<file path="src/rtl/fetch_stage_pkg.sv">
// fetch_stage_pkg: shared constants, state encoding and FIFO entry type for the fetch stage
package fetch_stage_pkg;
  localparam logic [31:0] INST_NOP = 32'h0000_0013;
  typedef enum logic {FS_RUN = 1'b0, FS_DROP = 1'b1} fetch_state_e;
  typedef struct packed {
    logic [31:0] inst;
    logic [31:0] pc;
  } fetch_entry_t;
  function automatic logic [31:0] align_pc(input logic [31:0] pc);
    return pc & ~32'h3;
  endfunction
endpackage

</file>
<file path="src/rtl/fetch_fifo.sv">
// fetch_fifo: small power-of-two FIFO holding fetched words tagged with their PC
module fetch_fifo
  import fetch_stage_pkg::*;
#(
  parameter int  BUF_DEPTH = 2,
  parameter type entry_t   = fetch_entry_t
) (
  input  logic                         clk_i,
  input  logic                         rst_i,
  input  logic                         clear_i,
  input  logic                         push_i,
  input  entry_t                       push_data_i,
  input  logic                         pop_i,
  output entry_t                       head_o,
  output logic [$clog2(BUF_DEPTH):0]   count_o,
  output logic                         empty_o
);
  localparam int AW = $clog2(BUF_DEPTH);
  localparam int CW = AW + 1;
  logic [AW-1:0] r_wptr, r_rptr;
  logic [CW-1:0] r_count;
  entry_t        r_mem [BUF_DEPTH];
  logic          w_push, w_pop;
  assign w_pop   = pop_i & (r_count != '0);
  assign w_push  = push_i & ((r_count != CW'(BUF_DEPTH)) | w_pop);
  assign head_o  = r_mem[r_rptr];
  assign count_o = r_count;
  assign empty_o = r_count == '0;
  always_ff @(posedge clk_i) begin
    if (rst_i | clear_i) begin
      r_wptr  <= '0;
      r_rptr  <= '0;
      r_count <= '0;
    end else begin
      if (w_push) r_wptr <= r_wptr + AW'(1);
      if (w_pop) r_rptr <= r_rptr + AW'(1);
      r_count <= r_count + CW'(w_push) - CW'(w_pop);
    end
  end
  always_ff @(posedge clk_i) begin
    if (w_push) r_mem[r_wptr] <= push_data_i;
  end
endmodule

</file>
<file path="src/rtl/fetch_stage.sv">
// fetch_stage: RV32I instruction fetch with IF/ID register; FETCH_MISALIGN_TRAP_EN adds a misaligned-redirect trap
module fetch_stage
  import fetch_stage_pkg::*;
#(
  parameter logic [31:0] RESET_PC  = 32'h0000_0000,
  parameter int          BUF_DEPTH = 2
) (
  input  logic        clk_i,
  input  logic        rst_i,
  output logic        imem_req_o,
  output logic [31:0] imem_addr_o,
  input  logic [31:0] imem_rdata_i,
  input  logic        imem_rvalid_i,
  input  logic        stall_i,
  input  logic        redirect_i,
  input  logic [31:0] redirect_pc_i,
  output logic [31:0] id_inst_o,
  output logic [31:0] id_pc_o,
  output logic [31:0] id_pc4_o,
  output logic        id_valid_o
`ifdef FETCH_MISALIGN_TRAP_EN
  ,
  output logic        if_misalign_o
`endif
);
  localparam int CW = $clog2(BUF_DEPTH) + 1;
  logic [31:0]  r_pc, r_req_pc, r_id_inst, r_id_pc, r_id_pc4;
  logic         r_inflight, r_id_valid;
  fetch_state_e r_state;
  logic [CW-1:0] w_count, w_occ;
  fetch_entry_t w_head, w_resp, w_src;
  logic w_empty, w_halt, w_resp_ok, w_load, w_bypass, w_push, w_pop, w_src_valid;
`ifdef FETCH_MISALIGN_TRAP_EN
  logic r_misalign;
  always_ff @(posedge clk_i) begin
    if (rst_i) r_misalign <= 1'b0;
    else if (redirect_i) r_misalign <= |redirect_pc_i[1:0];
  end
  assign w_halt        = r_misalign;
  assign if_misalign_o = r_misalign;
`else
  assign w_halt = 1'b0;
`endif
  assign w_occ       = w_count + CW'(r_inflight);
  assign imem_req_o  = ~rst_i & ~redirect_i & ~w_halt & (w_occ < CW'(BUF_DEPTH));
  assign imem_addr_o = r_pc;
  assign w_resp_ok   = imem_rvalid_i & r_inflight & (r_state == FS_RUN) & ~redirect_i;
  assign w_resp      = '{inst: imem_rdata_i, pc: r_req_pc};
  assign w_load      = ~stall_i | ~r_id_valid;
  assign w_pop       = w_load & ~w_empty & ~redirect_i;
  assign w_bypass    = w_load & w_empty & w_resp_ok;
  assign w_push      = w_resp_ok & ~w_bypass;
  assign w_src       = w_empty ? w_resp : w_head;
  assign w_src_valid = ~w_empty | w_resp_ok;
  assign id_inst_o   = r_id_inst;
  assign id_pc_o     = r_id_pc;
  assign id_pc4_o    = r_id_pc4;
  assign id_valid_o  = r_id_valid;
  fetch_fifo #(
    .BUF_DEPTH (BUF_DEPTH),
    .entry_t   (fetch_entry_t)
  ) u_fifo (
    .clk_i       (clk_i),
    .rst_i       (rst_i),
    .clear_i     (redirect_i),
    .push_i      (w_push),
    .push_data_i (w_resp),
    .pop_i       (w_pop),
    .head_o      (w_head),
    .count_o     (w_count),
    .empty_o     (w_empty)
  );
  always_ff @(posedge clk_i) begin
    if (rst_i) begin
      r_pc       <= RESET_PC;
      r_req_pc   <= RESET_PC;
      r_inflight <= 1'b0;
      r_state    <= FS_RUN;
      r_id_valid <= 1'b0;
      r_id_inst  <= INST_NOP;
      r_id_pc    <= '0;
      r_id_pc4   <= '0;
    end else begin
      r_inflight <= imem_req_o;
      r_state    <= (redirect_i & r_inflight) ? FS_DROP : FS_RUN;
      if (imem_req_o) begin
        r_req_pc <= r_pc;
        r_pc     <= r_pc + 32'd4;
      end
      if (redirect_i) r_pc <= align_pc(redirect_pc_i);
      if (redirect_i) begin
        r_id_valid <= 1'b0;
        r_id_inst  <= INST_NOP;
      end else if (w_load) begin
        r_id_valid <= w_src_valid;
        r_id_inst  <= w_src_valid ? w_src.inst : INST_NOP;
        r_id_pc    <= w_src.pc;
        r_id_pc4   <= w_src.pc + 32'd4;
      end
    end
  end
endmodule

</file>
<file path="config.mk">
export PLATFORM = sky130hd
export DESIGN_NAME = fetch_stage
export DESIGN_NICKNAME = d
export VERILOG_FILES = /design/src/rtl/fetch_stage_pkg.sv /design/src/rtl/fetch_fifo.sv /design/src/rtl/fetch_stage.sv
export SDC_FILE = /design/constraint.sdc
export NUM_CORES = 1
export LEC_CHECK = 0
export BUFFER_PORTS_ARGS = -buffer_cell sky130_fd_sc_hd__buf_4
export CORE_ASPECT_RATIO = 1.5
export CORE_UTILIZATION = 24
export DETAILED_ROUTE_END_ITERATION = 8
export GPL_TIMING_DRIVEN = 0
export PLACE_DENSITY = 0.41
export REMOVE_ABC_BUFFERS = 1
export SLEW_MARGIN = 20
export SYNTH_ARGS = -nofsm -noshare
export SYNTH_HDL_FRONTEND = slang
export SYNTH_HIERARCHICAL = 1
export SYNTH_SLANG_ARGS = --single-unit
</file>
<file path="constraint.sdc">
create_clock -name clk_i -period 4.3 [get_ports clk_i]
set_clock_uncertainty 0.1 [all_clocks]
set_input_delay 0.43 -clock clk_i [delete_from_list [all_inputs] [get_ports clk_i]]
set_output_delay 0.43 -clock clk_i [all_outputs]
set_load 0.1 [all_outputs]
</file>
==> flow_summary.json, run 1 <==
{
  "antenna_found_initial": 0,
  "drtPass1Iterations": 4,
  "clk_latency_ps": 590,
  "worstSetupStartpoint": "rst_i",
  "pwr_density_cell_nw_per_um2": 391.1,
  "cap_violations": 0,
  "numCtsBuffers": 31,
  "cts-root-buf": "clkbuf_16",
  "wl_met2_um": 19110,
  "regArea_sq_um": 7091,
  "wl_met1_um": 16510,
  "r2r-start": "u_fifo/count_o[0]",
  "via_per_inst": 4.591,
  "synthToLayoutAreaGrowth_pct": 29.85,
  "finalPower_mw": 6.457,
  "synth_cells": 1159,
  "critical_path_class": "in -> out",
  "drive_above_1_share_pct": 28.62,
  "grt_max_degree": 122,
  "num_antenna_cells": 0,
  "top_layer": "met4",
  "nNetsFinal": 1441,
  "status": "completed",
  "rsz0062_at_grt": "no",
  "final_antenna_net_count": 0,
  "hold_path_class": "in -> reg",
  "start_kind": "primary input",
  "syn_area_per_cell_sq_um": 10.97,
  "timing.rr.end": "id_pc4_o[30]",
  "ys_seq_area_share_pct": 55.74,
  "synth_edf_count": 128,
  "clkTransAtPathRegs_ps": 60,
  "routedWlPerCell_um": 18.41,
  "p_leak_nw": 5.912,
  "r2r_slack_ps": 790,
  "finalCriticalPeriod_ps": 3810,
  "core_sq_um": 52450,
  "drt_wl_total_um": 38210,
  "worst_slew_margin_rel_pct": 23.46,
  "path_max_fanout": 121,
  "grt_pass1_wl_um": 58490,
  "fillers": 5429,
  "cp.buffers_inverters": 3,
  "dp_hpwl_um": 25510,
  "slew_violations": 0,
  "min_to": "imem_addr_o[8]",
  "synth-seq-cells": 290,
  "die_height_um": 283.9,
  "min_period_over_period_pct": 88.60,
  "port_buffers": 194,
  "fmax_mhz": 262.5,
  "start_util_pct": 24.24,
  "yosys_warnings": 6,
  "die_area_sq_um": 53920,
  "stdcell_count": 2076,
  "min_from": "redirect_pc_i[8]",
  "finalSetupViolCount": 0,
  "crit_family": "buffers and inverters",
  "synth_top_family_by_area": "simple AND/OR/NAND/NOR gates",
  "clockBufferDepth": 3,
  "synth_cell_types": 71,
  "vias": 9530,
  "hold_violations": 0,
  "synthMuxAreaShare_pct": 11.48,
  "synth_fa_ha_area_share_pct": 0.2952,
  "cts_tree": "built",
  "async_reset_ff_share_pct": 0,
  "place_inst": 1970,
  "grtUsageTotal_pct": 13.98,
  "yosys_most_used_dff": "dfxtp_1",
  "end_kind": "output pin",
  "rr_worst_depth": 8,
  "layout_common_cells": "buf_4, dfxtp_1, nand2_1",
  "grt_overflow": 0,
  "num_io_pins": 199,
  "cpPeakStageDelay_ps": 650,
  "hold_depth": 3,
  "worst_slew_pin_slew_ps": 1148,
  "multi_input_area_sq_um": 5197,
  "die_w_um": 189.9,
  "synthXorXnorAreaFrac_pct": 2.067,
  "drtIter0Drc": 322,
  "layout_commonest_cell": "buf_4",
  "grt_pass1_vias": 9607,
  "irDropWorstVdd_mv": 0.3112,
  "num_rows": 103,
  "final_util_pct": 31.47,
  "route.detailed.drc": 0,
  "yosys.area_share.simple_pct": 16.02,
  "htreeDepth": 1,
  "gp_congestion": 0.7232,
  "critPathSlowestCell": "clkinvlp_4",
  "wl_met3_um": 1606,
  "crit_arrival_ps": 3280,
  "worstPathRequired_ps": 3770,
  "worstPathCellList": "buf_6 -> nor2_1 -> nand3_2 -> clkinvlp_4 -> buf_4",
  "synth_compound_area_share_pct": 10.51,
  "clock-sinks": 290,
  "synthesis.area_sq_um": 12710
}
layer usage:
layer  vias to the layer above  track usage, %
met5                         -               0
met1                      4588           17.13
met3                        49           2.016
li1                       4686               -
met4                         0           4.617
met2                       207           24.72
synthesized netlist by cell type, types with 5 or more instances:
cell | instances | area, sq um
nor4_2 | 7 | 87.58
buf_1 | 7 | 26.28
a311o_1 | 5 | 50.05
clkbuf_8 | 5 | 68.82
o22ai_1 | 7 | 43.79
and3_1 | 11 | 68.82
mux2i_1 | 22 | 220.2
a211oi_1 | 27 | 202.7
dfxtp_1 | 162 | 3243
a22oi_1 | 34 | 255.2
nand3_1 | 48 | 240.2
nor2_1 | 91 | 341.6
o21ai_0 | 19 | 95.09
nand4_1 | 24 | 150.1
edfxtp_1 | 128 | 3844
and4_1 | 8 | 70.07
nand3b_1 | 14 | 105.1
nand2_1 | 144 | 540.5
inv_1 | 8 | 30.03
buf_2 | 15 | 75.07
xnor2_1 | 26 | 227.7
nor3_1 | 26 | 130.1
a21oi_1 | 75 | 375.4
mux2_2 | 110 | 1239
nand4b_1 | 5 | 43.79
buf_4 | 13 | 97.59
nor4_1 | 7 | 43.79
clkbuf_1 | 41 | 153.9
logic make-up after synthesis:
family / Yosys count
buf+inv: 93
fa+ha+maj: 3
simple gates: 409
compound gates: 201
flops: 290
xor+xnor: 30
other cells: 1
mux: 132
cell type report:
class                           count  area share [%]
Multi-Input combinational cell    781           31.48
Clock buffer                       46           5.601
Clock inverter                     12          0.8261
Timing Repair Buffer              256           13.73
Sequential cell                   290           42.95
Inverter                            9          0.2425
Tap cell                          682           5.169
stage by stage:
stage	hold WS (ps)	setup WS [ps]	instance area (sq um)	TNS (ps)
after global placement	344.7	-11100	14590	-1674550
final	32.32	490.1	16510	0
after CTS	1.126	111.5	16500	0
after global routing	12.16	257.4	16510	0
after detailed placement	346.5	88.82	14960	0
after floorplan	341.8	-3219	12280	-591520
state kept, by name, indices dropped and copies added (netlist names), named ones only:
register / cells
u_fifo/count_o: 2
r_state: 1
imem_addr_o: 30
id_pc4_o: 30
r_req_pc: 30
id_inst_o: 32
id_valid_o: 1
u_fifo/r_mem: 128
r_inflight: 1
u_fifo/r_wptr: 1
u_fifo/r_rptr: 1
id_pc_o: 32
how the worst max path moves through the flow:
stage | endpoint | depth (start not counted)
after detailed placement | imem_addr_o[17] | 7
after floorplan | id_inst_o[10] | 4
after CTS | imem_req_o | 5
after global placement | id_inst_o[8] | 4
after global routing | imem_req_o | 4
final | imem_req_o | 5
power by group:
part | switching (mW) | leakage [nW] | internal (mW) | total [mW]
clock network | 1.14 | 0.526 | 1.66 | 2.80
registers | 0.0612 | 2.41 | 2.92 | 2.98
logic | 0.482 | 2.98 | 0.193 | 0.675
worst min-delay path, stage by stage:
cell and delay [ps]:
buf_4 70, nand2_1 60, a21oi_1 110
timing repair:
item | CTS | global route
hold buffers | 48 | 0
endpoints found under the setup margin | 0 | 1
endpoints found under the hold margin | 80 | 0
setup buffers | 0 | 0
gates resized for setup | 0 | 1
Power figures use the tool's default switching activity.
==> run 2, diff against run 1 <==
--- a/config.mk
+++ b/config.mk
@@ -6,12 +6,16 @@
 export NUM_CORES = 1
 export LEC_CHECK = 0
 export BUFFER_PORTS_ARGS = -buffer_cell sky130_fd_sc_hd__buf_4
+export CELL_PAD_IN_SITES_DETAIL_PLACEMENT = 1
+export CELL_PAD_IN_SITES_GLOBAL_PLACEMENT = 1
 export CORE_ASPECT_RATIO = 1.5
 export CORE_UTILIZATION = 24
+export CTS_BUF_LIST = sky130_fd_sc_hd__clkbuf_16
 export DETAILED_ROUTE_END_ITERATION = 8
 export GPL_TIMING_DRIVEN = 0
-export PLACE_DENSITY = 0.41
+export PLACE_DENSITY = 0.49
 export REMOVE_ABC_BUFFERS = 1
+export SETUP_SLACK_MARGIN = 0.02
 export SLEW_MARGIN = 20
 export SYNTH_ARGS = -nofsm -noshare
 export SYNTH_HDL_FRONTEND = slang
==> run 2 against run 1 <==
- clock-buffer cell count shrank 12
- power shrank 2.7%
- register-to-register slack lost 120 ps
- combinational power shrank 2%
- die area is the same
- setup slack gained 13 ps
- wire length grew 3.5%
- largest power group unchanged
- highest routed layer unchanged
==> flow_summary.json, run 2 (same netlist as run 1, synthesis figures left out) <==
{
  "status": "completed",
  "num_rows": 103,
  "crit_family": "buffers and inverters",
  "die_area_sq_um": 53920,
  "finalCriticalPeriod_ps": 3797,
  "clock-sinks": 290,
  "via_per_inst": 4.683,
  "critical_path_class": "in -> out",
  "worstPathRequired_ps": 3770,
  "port_buffers": 194,
  "place_inst": 1969,
  "clockBufferDepth": 3,
  "drtIter0Drc": 330,
  "layout_commonest_cell": "buf_4",
  "clkTransAtPathRegs_ps": 60,
  "grt_overflow": 0,
  "vias": 9662,
  "largest_register_ffs": 128,
  "final_area_sq_um": 16270,
  "slew_violations": 0,
  "layout_setup_ws_ps": 502.7,
  "cpPeakStageDelay_ps": 690,
  "worstPathCellList": "buf_6 -> nor2_1 -> nand3_2 -> inv_2 -> buf_4",
  "start_util_pct": 24.24,
  "start_kind": "primary input",
  "placed_area_sq_um": 14950,
  "regMostFlops": "u_fifo/r_mem",
  "pwr_density_cell_nw_per_um2": 386.4,
  "p_leak_nw": 5.846,
  "seqPwrFrac_pct": 47.4,
  "routedWlPerCell_um": 19.18,
  "die_height_um": 283.9,
  "rsz0062_at_grt": "no",
  "worst_slew_pin_slew_ps": 1079,
  "drive_above_1_share_pct": 28.89,
  "stdcell_count": 2063,
  "path_max_fanout": 121,
  "grt_pass1_vias": 10190,
  "cts-root-buf": "clkbuf_16",
  "finalPower_mw": 6.286,
  "post-place-ws_ps": 298.5,
  "numCtsBuffers": 34,
  "num_antenna_cells": 0,
  "p_sw_mw": 1.736,
  "crit_arrival_ps": 3270,
  "cap_violations": 0,
  "drt_wl_total_um": 39560,
  "swShare_pct": 27.63,
  "hold_violations": 0,
  "grt_max_degree": 122,
  "antenna_found_initial": 0,
  "clk_latency_ps": 530,
  "worst_slew_margin_rel_pct": 28.08,
  "drtPass1Iterations": 4,
  "clkPwrFrac_pct": 42.1,
  "critPathSlowestCell": "nor2_1",
  "num_io_pins": 199,
  "end_kind": "output pin",
  "cell_internal_pwr_mw": 4.549,
  "htreeDepth": 2,
  "synthToLayoutAreaGrowth_pct": 27.96,
  "grtUsageTotal_pct": 14.49,
  "route.detailed.drc": 0,
  "hold_path_class": "in -> reg",
  "irDropWorstVdd_mv": 0.2104,
  "whs_ps": 51.02,
  "cts_tree": "built",
  "final_antenna_net_count": 0,
  "cp.buffers_inverters": 3,
  "grt_pass1_wl_um": 60830,
  "fmax_mhz": 263.3,
  "dp_hpwl_um": 26700,
  "die_w_um": 189.9,
  "layout_common_cells": "buf_4, dfxtp_1, nand2_1",
  "min_period_over_period_pct": 88.31,
  "cts_setup_buffers": 0,
  "nNetsFinal": 1427,
  "gp_congestion": 0.7086,
  "power_frac_comb_pct": 10.5,
  "finalSetupViolCount": 0,
  "core_sq_um": 52450
}
run 2: cell types whose count changed in the layout (fill, tap and decap cells not counted), sizes merged:
cell,delta
clkinv,+9
clkbuf,-12
buf,-1
inv,+10
dlygate4sd3,-16
bufinv,-3
run 2: what timing repair did:
item | CTS | global route
hold buffers | 32 | 0
endpoints found under the hold margin | 64 | 0
resized for setup | 0 | 0
run 2: path summary, 6_finish.rpt:
check	startpoint	depth (start not counted)	slack [ps]	end
max	rst_i	5	500	imem_req_o
min	redirect_pc_i[2]	3	50	imem_addr_o[2]
max reg2reg	u_fifo/count_o[0]	9	670	id_pc4_o[30]
min reg2reg	id_pc4_o[11]	2	350	id_pc4_o[11]
run 2: area by class of cell:
type                       count  area, sq um
clock buffer                  34        850.8
clock inverter                28        148.9
fill                        5816        36180
inverter                       9        36.28
multi-input combinational    781         5202
sequential                   290         7091
tap                          682        853.3
timing repair buffer         239         2086
run 2: layer usage:
metal	track usage [%]	wire length, um
met4	4.980	1069
met1	17.39	16780
met2	25.93	20220
met5	0	0
met3	2.127	1498
run 2: power groups by stage:
stage,Sequential (mW),Clock [mW],Combinational [mW]
2_1_floorplan,3.30,0,0.149
3_3_place_gp,3.04,0,0.636
3_5_place_dp,3.04,0,0.648
4_1_cts,2.98,2.76,0.673
5_1_grt,2.99,2.84,0.702
6_report,2.98,2.64,0.662
run 2: worst min-delay path, delay by kind of cell:
kind | cells | cell delay [ps]
AO/OA/AOI/OAI | 1 | 100
buffers and inverters | 1 | 80
AND/OR/NAND/NOR | 1 | 40
run 2: per-stage QoR:
step	setup TNS (ps)	utilization [%]
2_1_floorplan	-591520	-
3_3_place_gp	-1720260	27.81
3_5_place_dp	0	28.50
4_1_cts	0	31.02
5_1_grt	0	31.02
6_report	0	31.02
==> run 3, diff against run 2 <==
--- a/config.mk
+++ b/config.mk
@@ -5,6 +5,7 @@
 export SDC_FILE = /design/constraint.sdc
 export NUM_CORES = 1
 export LEC_CHECK = 0
+export ABC_AREA = 1
 export BUFFER_PORTS_ARGS = -buffer_cell sky130_fd_sc_hd__buf_4
 export CELL_PAD_IN_SITES_DETAIL_PLACEMENT = 1
 export CELL_PAD_IN_SITES_GLOBAL_PLACEMENT = 1
@@ -13,7 +14,7 @@
 export CTS_BUF_LIST = sky130_fd_sc_hd__clkbuf_16
 export DETAILED_ROUTE_END_ITERATION = 8
 export GPL_TIMING_DRIVEN = 0
-export PLACE_DENSITY = 0.49
+export PLACE_DENSITY = 0.51
 export REMOVE_ABC_BUFFERS = 1
 export SETUP_SLACK_MARGIN = 0.02
 export SLEW_MARGIN = 20
==> run 3 against run 2 <==
- synthesized cell count up 36%
- combinational power up 28%
- via count up 16%
- register-to-register slack better by 450 ps
- power up 7.1%
- core utilization about the same
- critical path type unchanged
- largest cell class unchanged
==> flow_summary.json, run 3 <==
{
  "worst_slew_margin_rel_pct": 33.65,
  "crit_arrival_ps": 2930,
  "synth_cells": 1574,
  "rsz0062_at_grt": "no",
  "cts-root-buf": "clkbuf_16",
  "critical_path_class": "in -> out",
  "cap_violations": 0,
  "start_util_pct": 24.36,
  "crit_family": "buffers and inverters",
  "cp.buffers_inverters": 4,
  "p_leak_nw": 7.234,
  "grtUsageTotal_pct": 16.08,
  "antenna_found_initial": 0,
  "final_antenna_net_count": 0,
  "largest_register_ffs": 128,
  "final_util_pct": 31.05,
  "num_antenna_cells": 0,
  "numCtsBuffers": 34,
  "clockBufferDepth": 3,
  "critPathSlowestCell": "buf_4",
  "hold_path_class": "in -> reg",
  "fmax_mhz": 289.0,
  "cts_tree": "built",
  "clkTransAtPathRegs_ps": 60,
  "drtPass1Iterations": 4,
  "worstPathRequired_ps": 3770,
  "path_max_fanout": 64,
  "route.detailed.drc": 0,
  "rr_worst_depth": 12,
  "async_reset_ff_share_pct": 0,
  "via_per_inst": 4.371,
  "finalSetupViolCount": 0,
  "status": "completed",
  "finalCriticalPeriod_ps": 3460,
  "nNetsFinal": 1852,
  "clk_latency_ps": 540,
  "cp.depth": 6,
  "synth_cell_types": 47,
  "dp_hpwl_um": 32770,
  "clock-sinks": 290,
  "syn_area_per_cell_sq_um": 8.662,
  "synthesis.area_sq_um": 13630,
  "place_inst": 2468,
  "multi_input_area_sq_um": 5622,
  "yosysMostFrequentCell": "nand2_1",
  "num_rows": 106,
  "layout_commonest_cell": "nand2_1",
  "grt_pass1_vias": 12033,
  "synth-seq-cells": 290,
  "core_sq_um": 55970,
  "drtIter0Drc": 336,
  "min_period_over_period_pct": 80.47,
  "drive_above_1_share_pct": 21.93,
  "yosys_warnings": 6,
  "cts_resized": 0,
  "grt_pass1_wl_um": 70950,
  "routedWlPerCell_um": 17.98,
  "die_w_um": 196.6,
  "start_kind": "primary input",
  "worst_slew_pin_slew_ps": 995.3,
  "grt_overflow": 0,
  "synth_edf_count": 128,
  "num_io_pins": 199,
  "stdcell_count": 2562,
  "layout_common_cells": "nand2_1, buf_4, nor2_1",
  "worstPathCellList": "buf_4 -> nor2_4 -> nand3_4 -> buf_12 -> clkinv_2 -> buf_4",
  "grt_max_degree": 65,
  "htreeDepth": 2,
  "end_kind": "output pin",
  "hold_depth": 3,
  "regMostFlops": "u_fifo/r_mem",
  "yosys_most_used_dff": "dfxtp_1",
  "ys_top_cells_by_count": "nand2_1, nor2_1, dfxtp_1",
  "port_buffers": 194,
  "die_height_um": 293.9,
  "synthToLayoutAreaGrowth_pct": 27.46,
  "die_area_sq_um": 57790,
  "synth_area_leaders": "edfxtp_1, dfxtp_1, nand2_1",
  "regArea_sq_um": 7091,
  "fillers": 6571,
  "pwr_density_cell_nw_per_um2": 387.3,
  "vias": 11199,
  "slew_violations": 0,
  "synth_top_area_share_pct": 28.19,
  "crit_top_cell": "buf_4",
  "hold_violations": 0,
  "finalPower_mw": 6.730,
  "ys_seq_area_share_pct": 51.98,
  "gp_congestion": 0.7615,
  "drt_wl_total_um": 46060,
  "synth_top_area_cell": "edfxtp_1",
  "cpPeakStageDelay_ps": 610,
  "irDropWorstVdd_mv": 0.1791
}
run 3: cell types whose count changed after synthesis, moves of 27 or more:
cell	change
inv_1	+113
nand2_2	+27
nor2_1	+75
o21ai_0	+45
mux2_2	-106
mux2_4	+60
a22oi_1	-32
nand3_1	+33
nand2_1	+331
run 3: logic make-up (layout without fill, tap and decap cells):
group,count (synthesis),in the layout,share of synthesized area [%]
muxes,64,64,6.938
AOI/OAI and AO/OA,190,190,7.672
buffers and inverters,205,432,7.241
adders and majority gates,3,3,0.2753
other,1,6,0.02750
DFF,290,290,51.98
and+or+nand+nor,812,812,25.29
xor gates and xnor gates,9,9,0.5782
run 3: worst reg2reg max path, cell delays in order (launching register included):
cell and delay, ps:
dfxtp_1 380, nor2_4 430, inv_4 290, buf_12 280, o21ai_2 250, ha_1 240, nand3_1 210, nor2_1 230
nand2_1 170, nor2_2 240, nand3_1 110, nand2_1 60, nor2_1 40
run 3: what timing repair did:
item | in CTS | in global routing
endpoints found under the hold margin | 64 | 0
setup buffers | 0 | 0
endpoints found under the setup margin | 0 | 0
hold buffers | 32 | 0
run 3: through the flow:
stage	setup WS (ps)	setup TNS, ps	hold slack [ps]	instance area [sq um]
after CTS	749.4	0	47.04	17380
after global placement	-8116	-1763450	328.4	15550
final	840.0	0	76.00	17380
after floorplan	-1938	-355250	325.6	13150
after global routing	628.0	0	70.24	17380
after detailed placement	754.8	0	342.9	15960
run 3: final timing paths:
path,from,slack (ps),endpoint
hold reg to reg,r_req_pc[30],350,u_fifo/r_mem[1][30]
setup / recovery,rst_i,840,imem_req_o
hold / removal,redirect_pc_i[2],80,imem_addr_o[2]
setup reg to reg,u_fifo/count_o[1],1120,id_pc4_o[30]
run 3: layout make-up:
type,count,share of cell area (%)
Inverter,128,2.801
Sequential cell,290,40.80
Timing Repair Buffer,242,12.28
Clock buffer,37,5.328
Tap cell,756,5.443
Multi-Input combinational cell,1084,32.35
Clock inverter,25,0.9936
run 3: routing by layer:
layer,vias to the layer above,track usage (%),part of all wire (%)
met3,58,2.361,3.2
met1,5424,16.31,38
met5,-,0,0
li1,5547,-,-
met2,170,32.88,57
met4,0,4.916,2.4
run 3: where the power goes:
group / switching, mW / total, mW / leakage (nW) / internal, mW
sequential: 0.0650 / 3.00 / 2.49 / 2.94
clock: 1.21 / 2.88 / 0.575 / 1.67
combinational: 0.635 / 0.845 / 4.17 / 0.209
